## src/rtl/mac_psum_accum.sv

```systemverilog
// mac_psum_accum: accumulates groups of signed MAC psums into saturating
// wide results and queues them in a small FIFO with valid/ready output.
//   clk, reset         : clock, asynchronous active-high reset
//   in_valid/in_last   : operand tile presented to the MAC / tile closes group
//   in_ready           : tile may be accepted this cycle (FIFO space reserved)
//   mac_psum           : MAC result, valid MAC_LAT cycles after an accepted tile
//   out_valid/out_ready: result FIFO head handshake
//   out_data/out_ovf/out_tiles : head result, saturation flag, psum count
module mac_psum_accum #(
    parameter int unsigned PSUM_W     = 19,
    parameter int unsigned ACC_W      = 24,
    parameter int unsigned MAC_LAT    = 2,
    parameter int unsigned FIFO_DEPTH = 4,
    parameter int unsigned CNT_W      = 8,
    parameter bit          RELU       = 1'b0
) (
    input  logic              clk,
    input  logic              reset,
    input  logic              in_valid,
    input  logic              in_last,
    output logic              in_ready,
    input  logic [PSUM_W-1:0] mac_psum,
    output logic              out_valid,
    input  logic              out_ready,
    output logic [ACC_W-1:0]  out_data,
    output logic              out_ovf,
    output logic [CNT_W-1:0]  out_tiles
);

    localparam int unsigned PTR_W  = $clog2(FIFO_DEPTH);
    localparam int unsigned FCNT_W = $clog2(FIFO_DEPTH + 1);
    localparam int unsigned OCC_W  = $clog2(FIFO_DEPTH + MAC_LAT + 1);
    localparam int unsigned SUM_W  = ACC_W + 1;

    typedef enum logic {IDLE, ACCUM} state_t;

    state_t             state, state_nx;
    logic [MAC_LAT-1:0] dly_v, dly_l;
    logic               d_valid, d_last, fire, push, pop;
    logic [ACC_W-1:0]   acc, acc_nx, base;
    logic [SUM_W-1:0]   sum_w;
    logic               grp_ovf, ovf_nx, pos_ovf, neg_ovf;
    logic [CNT_W-1:0]   tiles, tiles_nx;
    logic [OCC_W-1:0]   occ;

    logic [ACC_W-1:0]   mem_d [FIFO_DEPTH];
    logic               mem_o [FIFO_DEPTH];
    logic [CNT_W-1:0]   mem_t [FIFO_DEPTH];
    logic [PTR_W-1:0]   wr_ptr, rd_ptr;
    logic [FCNT_W-1:0]  fifo_cnt;

    assign d_valid = dly_v[MAC_LAT-1];
    assign d_last  = dly_l[MAC_LAT-1];
    assign fire    = in_valid & in_ready;
    assign push    = d_valid & d_last;
    assign pop     = out_valid & out_ready;

    // Reserve a FIFO slot for every group-closing tile still inside the MAC.
    always_comb begin
        occ = OCC_W'(fifo_cnt);
        for (int i = 0; i < int'(MAC_LAT); i++) begin
            occ = occ + OCC_W'(dly_l[i]);
        end
        in_ready = (occ < OCC_W'(FIFO_DEPTH));
    end

    // Tracks which accepted tiles have a psum arriving MAC_LAT cycles later.
    always_ff @(posedge clk or posedge reset) begin
        if (reset) begin
            dly_v <= '0;
            dly_l <= '0;
        end else begin
            dly_v[0] <= fire;
            dly_l[0] <= fire & in_last;
            for (int i = 1; i < int'(MAC_LAT); i++) begin
                dly_v[i] <= dly_v[i-1];
                dly_l[i] <= dly_l[i-1];
            end
        end
    end

    // Group-control state register.
    always_ff @(posedge clk or posedge reset) begin
        if (reset) state <= IDLE;
        else       state <= state_nx;
    end

    // Next state: a closing psum returns to IDLE, any other psum is mid-group.
    always_comb begin
        state_nx = state;
        if (d_valid) begin
            state_nx = d_last ? IDLE : ACCUM;
        end
    end

    // Saturating accumulate; sum is one bit wider so overflow shows in the top two bits.
    always_comb begin
        base     = (state == IDLE) ? '0 : acc;
        sum_w    = SUM_W'({base[ACC_W-1], base})
                 + SUM_W'({{(SUM_W - PSUM_W){mac_psum[PSUM_W-1]}}, mac_psum});
        pos_ovf  = ~sum_w[ACC_W] &  sum_w[ACC_W-1];
        neg_ovf  =  sum_w[ACC_W] & ~sum_w[ACC_W-1];
        if (pos_ovf)      acc_nx = {1'b0, {(ACC_W-1){1'b1}}};
        else if (neg_ovf) acc_nx = {1'b1, {(ACC_W-1){1'b0}}};
        else              acc_nx = sum_w[ACC_W-1:0];
        ovf_nx   = ((state == ACCUM) & grp_ovf) | pos_ovf | neg_ovf;
        if (state == IDLE)                 tiles_nx = CNT_W'(1);
        else if (tiles == {CNT_W{1'b1}})   tiles_nx = tiles;
        else                               tiles_nx = tiles + CNT_W'(1);
    end

    always_ff @(posedge clk or posedge reset) begin
        if (reset) begin
            acc     <= '0;
            grp_ovf <= 1'b0;
            tiles   <= '0;
        end else if (d_valid) begin
            acc     <= acc_nx;
            grp_ovf <= d_last ? 1'b0 : ovf_nx;
            tiles   <= tiles_nx;
        end
    end

    // Result FIFO; depth is a power of two so pointers wrap naturally.
    always_ff @(posedge clk or posedge reset) begin
        if (reset) begin
            wr_ptr   <= '0;
            rd_ptr   <= '0;
            fifo_cnt <= '0;
            for (int i = 0; i < int'(FIFO_DEPTH); i++) begin
                mem_d[i] <= '0;
                mem_o[i] <= 1'b0;
                mem_t[i] <= '0;
            end
        end else begin
            if (push) begin
                mem_d[wr_ptr] <= acc_nx;
                mem_o[wr_ptr] <= ovf_nx;
                mem_t[wr_ptr] <= tiles_nx;
                wr_ptr        <= wr_ptr + PTR_W'(1);
            end
            if (pop) begin
                rd_ptr <= rd_ptr + PTR_W'(1);
            end
            case ({push, pop})
                2'b10:   fifo_cnt <= fifo_cnt + FCNT_W'(1);
                2'b01:   fifo_cnt <= fifo_cnt - FCNT_W'(1);
                default: fifo_cnt <= fifo_cnt;
            endcase
        end
    end

    assign out_valid = (fifo_cnt != '0);
    assign out_ovf   = mem_o[rd_ptr];
    assign out_tiles = mem_t[rd_ptr];
    // ReLU only masks the presented value; the stored result is untouched.
    assign out_data  = (RELU && mem_d[rd_ptr][ACC_W-1]) ? '0 : mem_d[rd_ptr];

    // The in_ready reservation must make a push into a full FIFO impossible.
    a_no_overflow: assert property (@(posedge clk) disable iff (reset)
        !(push && !pop && (fifo_cnt == FCNT_W'(FIFO_DEPTH))));

endmodule
```

## config.mk

```make
export PLATFORM = sky130hd
export DESIGN_NAME = mac_psum_accum
export DESIGN_NICKNAME = d
export VERILOG_FILES = /design/src/rtl/mac_psum_accum.sv
export SDC_FILE = /design/constraint.sdc
export NUM_CORES = 1
export LEC_CHECK = 0
export BUFFER_PORTS_ARGS = -buffer_cell sky130_fd_sc_hd__buf_2
export CAP_MARGIN = 20
export CORE_MARGIN = 1.5
export CORE_UTILIZATION = 65
export DETAILED_ROUTE_END_ITERATION = 12
export GPL_TIMING_DRIVEN = 0
export HOLD_SLACK_MARGIN = 0.15
export PLACE_DENSITY = 0.95
export SETUP_SLACK_MARGIN = 0.05
export SYNTH_ARGS = -nofsm -noshare
export SYNTH_HDL_FRONTEND = slang
export SYNTH_SLANG_ARGS = --single-unit
```

## constraint.sdc

```tcl
create_clock -name clk -period 10.5 [get_ports clk]
set_clock_uncertainty 0.1 [all_clocks]
set_input_delay 2.1 -clock clk [delete_from_list [all_inputs] [get_ports clk]]
set_output_delay 2.1 -clock clk [all_outputs]
set_load 0.05 [all_outputs]
```

==> flow_metrics.env <==
export IMPL_status="completed"
export IMPL_fillers=870
export IMPL_dp_cells=1132
export IMPL_dr_pass1_iters=6
export IMPL_nets=1028
export IMPL_layout_commonest_cell="dfrtp_1"
export IMPL_synthesis_area_um2=9250
export IMPL_drt_iter0_markers=907
export IMPL_rr_startpoint="state$_DFFE_PP0P_"
export IMPL_rr_endpoint="mem_d[80]$_DFFE_PP0P_"
export IMPL_start_kind="flop"
export IMPL_max_freq_mhz=192
export IMPL_period_share_pct=49.5
export IMPL_wl_mm=25.6
export IMPL_ctsRootBufferMaster="clkbuf_16"
export IMPL_drc=0
export IMPL_holdPathEnd="dly_v[1]$_DFF_PP0_"
export IMPL_layout_common_cells="177 x dfrtp_1, 119 x nand2_1, 85 x o21ai_0, 75 x nor2_1, 73 x a21oi_1"
export IMPL_area_growth_syn_to_layout_pct=13.1
export IMPL_dieHeight_um=122
export IMPL_drtAntennaViolNets=0
export IMPL_pin_count=59
export IMPL_yosysUniqueCellTypes=61
export IMPL_setup_tns_ps=0
export IMPL_worst_slew_pin_slew_ps=1080
export IMPL_cts_tree="done"
export IMPL_drv_cap=0
export IMPL_fin_cells=1164
export IMPL_n_antenna_cell=0
export IMPL_cp_data_required_time_ps=8300
export IMPL_clk_path_buf_depth=2
export IMPL_dp_hpwl_mm=17.0
export IMPL_wl_per_cell_um=22.0
export IMPL_clock_sinks=177
export IMPL_holdPathStages=0
export IMPL_dieArea_um2=15000
export IMPL_via_per_inst=6.74
export IMPL_ys_flop_type="dfrtp_1"
export IMPL_multi_input_area_um2=4570
export IMPL_cp_top_family="buffers and inverters"
export IMPL_postSynthCellCount=893
export IMPL_die_width_um=122
export IMPL_crit_arrival_ps=3000
export IMPL_async_flop_share_pct=100
export IMPL_regArea_um2=4430
export IMPL_whs_ps=266
export IMPL_worstSetupEndpointType="primary output"
export IMPL_syn_area_per_cell_um2=10.4
export IMPL_rr_worst_depth=11
export IMPL_cts_resized=0
export IMPL_slowest_delay_ps=860
export IMPL_cts_setup_buffers=0
export IMPL_max_slew_margin_pct=28.1
export IMPL_hold_viol_final=0
export IMPL_drive_gt1_share_pct=16.3
export IMPL_antenna_found_initial=0
export IMPL_start_util_pct=66.7
export IMPL_ys_seq_area_share_pct=47.9
export IMPL_route_vias_total=7840
export IMPL_hp_start="dly_v[0]$_DFF_PP0_"
export IMPL_finalSetupViolations=0
export IMPL_period_needed_ps=5200
export IMPL_critPathKind="reg2out"
export IMPL_ys_warn_count=0
export IMPL_crit_fanout=10
export IMPL_synth_enable_flop_cells=0
export IMPL_grt_pass1_wl_mm=40.2
export IMPL_numCtsBuffers=17
export IMPL_core_area_um2=13900
export IMPL_min_path_type="reg2reg"
export IMPL_path_cells="clkbuf_1 > buf_1 > mux4_2 > buf_2"
export IMPL_first_global_vias=7670
export IMPL_hold_buffers=0
export IMPL_rsz0062_at_grt="false"
export IMPL_fp_row_count=43
export IMPL_htreeDepth=4
export IMPL_grt_max_degree=118
export IMPL_gp_congestion=0.944
export IMPL_grt_total_usage_pct=35.6
export IMPL_cp_slowest_cell="buf_1"
export IMPL_syn_nets=950
export IMPL_regToRegSetupSlack_ps=6340
export IMPL_ys_ff_latch=177
export IMPL_clk_pin_slew_ps=60
export IMPL_grt_overflow=0
export IMPL_slew_viol_final=0
export IMPL_cp_num_buf_inv=3
export IMPL_port_buffers=58
export IMPL_clock_latency_ps=430
[sequential cells by signal, summed over array words and instances (netlist names)]
register  cells
dly_l         2
mem_o         4
grp_ovf       1
mem_t        32
fifo_cnt      3
state         1
wr_ptr        2
acc          24
dly_v         2
rd_ptr        2
mem_d        96
tiles         8
[layer usage]
metal | global-route usage (%) | vias to the layer above | wire [um]
li1 | - | 3369 | -
met1 | 43.0 | 3890 | 9300
met2 | 59.6 | 466 | 12900
met3 | 8.36 | 115 | 2080
met4 | 18.8 | 0 | 1290
met5 | 0 | - | 0
[cells in the mapped netlist, types with 5 or more instances]
| cell type | number | area share (%) |
|---|---|---|
| dfrtp_1 | 177 | 48 |
| nand2_1 | 119 | 4.8 |
| o21ai_0 | 85 | 4.6 |
| nor2_1 | 75 | 3.0 |
| a21oi_1 | 73 | 3.9 |
| o22a_1 | 45 | 4.3 |
| clkbuf_1 | 34 | 1.4 |
| mux4_2 | 33 | 8.0 |
| ha_1 | 31 | 4.2 |
| and2_1 | 28 | 1.9 |
| xnor2_1 | 19 | 1.8 |
| inv_1 | 14 | 0.57 |
| nand3_1 | 13 | 0.70 |
| xor2_1 | 12 | 1.1 |
| a21o_1 | 9 | 0.73 |
| buf_1 | 8 | 0.32 |
| o21ai_1 | 8 | 0.43 |
| o211ai_1 | 7 | 0.57 |
| o22ai_1 | 7 | 0.47 |
| and3_1 | 6 | 0.41 |
| buf_2 | 6 | 0.32 |
| nor2_2 | 6 | 0.41 |
| nor3_1 | 6 | 0.32 |
| a31oi_1 | 5 | 0.34 |
| nand2_8 | 5 | 1.1 |
[cells by family after synthesis]
logic type / synth area share, %
and+or+nand+nor: 14.1
AOI/OAI and AO/OA: 18.6
DFF: 47.9
buffers and inverters: 2.77
muxes: 9.02
adders and majority gates: 4.73
xor gates and xnor gates: 2.93
[layout make-up]
class                      count  area share, %
sequential                   177           42.3
clock buffer                  18           4.10
timing repair buffer          59           3.04
inverter                      14          0.574
multi-input combinational    652           43.6
tap                          180           2.15
clock inverter                14           2.26
buffer                        50           1.95
[worst register-to-register path: stages, from the launching register on]
cell	delay (ps)
dfrtp_1	530
clkbuf_1	470
and2_1	260
ha_1	330
a21oi_1	220
o21ai_1	150
a32o_1	310
or2_2	360
nor2_2	270
a21oi_1	180
a32oi_1	660
a21oi_1	170
[worst max path at each step]
| stage | slack [ps] | from | endpoint | depth (start not counted) |
|---|---|---|---|---|
| after global routing | 5150 | rd_ptr[0]$_DFFE_PP0P_ | out_data[4] | 4 |
| after detailed placement | 5330 | mac_psum[0] | mem_d[35]$_DFFE_PP0P_ | 11 |
| final | 5300 | rd_ptr[0]$_DFFE_PP0P_ | out_data[7] | 4 |
| after global placement | 1880 | reset | mem_d[22]$_DFFE_PP0P_ | 2 |
| after floorplan | 3500 | reset | acc[0]$_DFFE_PP0P_ | 1 |
| after CTS | 5280 | rd_ptr[0]$_DFFE_PP0P_ | out_data[7] | 4 |
[per-stage QoR]
| stage | worst slack, ps | cell area (um2) | utilization (%) |
|---|---|---|---|
| 6_report | 5300 | 10500 | 75.4 |
| 5_1_grt | 5150 | 10500 | 75.4 |
| 4_1_cts | 5280 | 10500 | 75.4 |
| 3_5_place_dp | 5330 | 9800 | 70.6 |
| 3_3_place_gp | 1880 | 9770 | 70.4 |
| 2_1_floorplan | 3500 | 9250 | - |
Power is left out: the tool's default activity adds up to more than one toggle a clock period on the data nets, which glitch-free logic cannot reach.
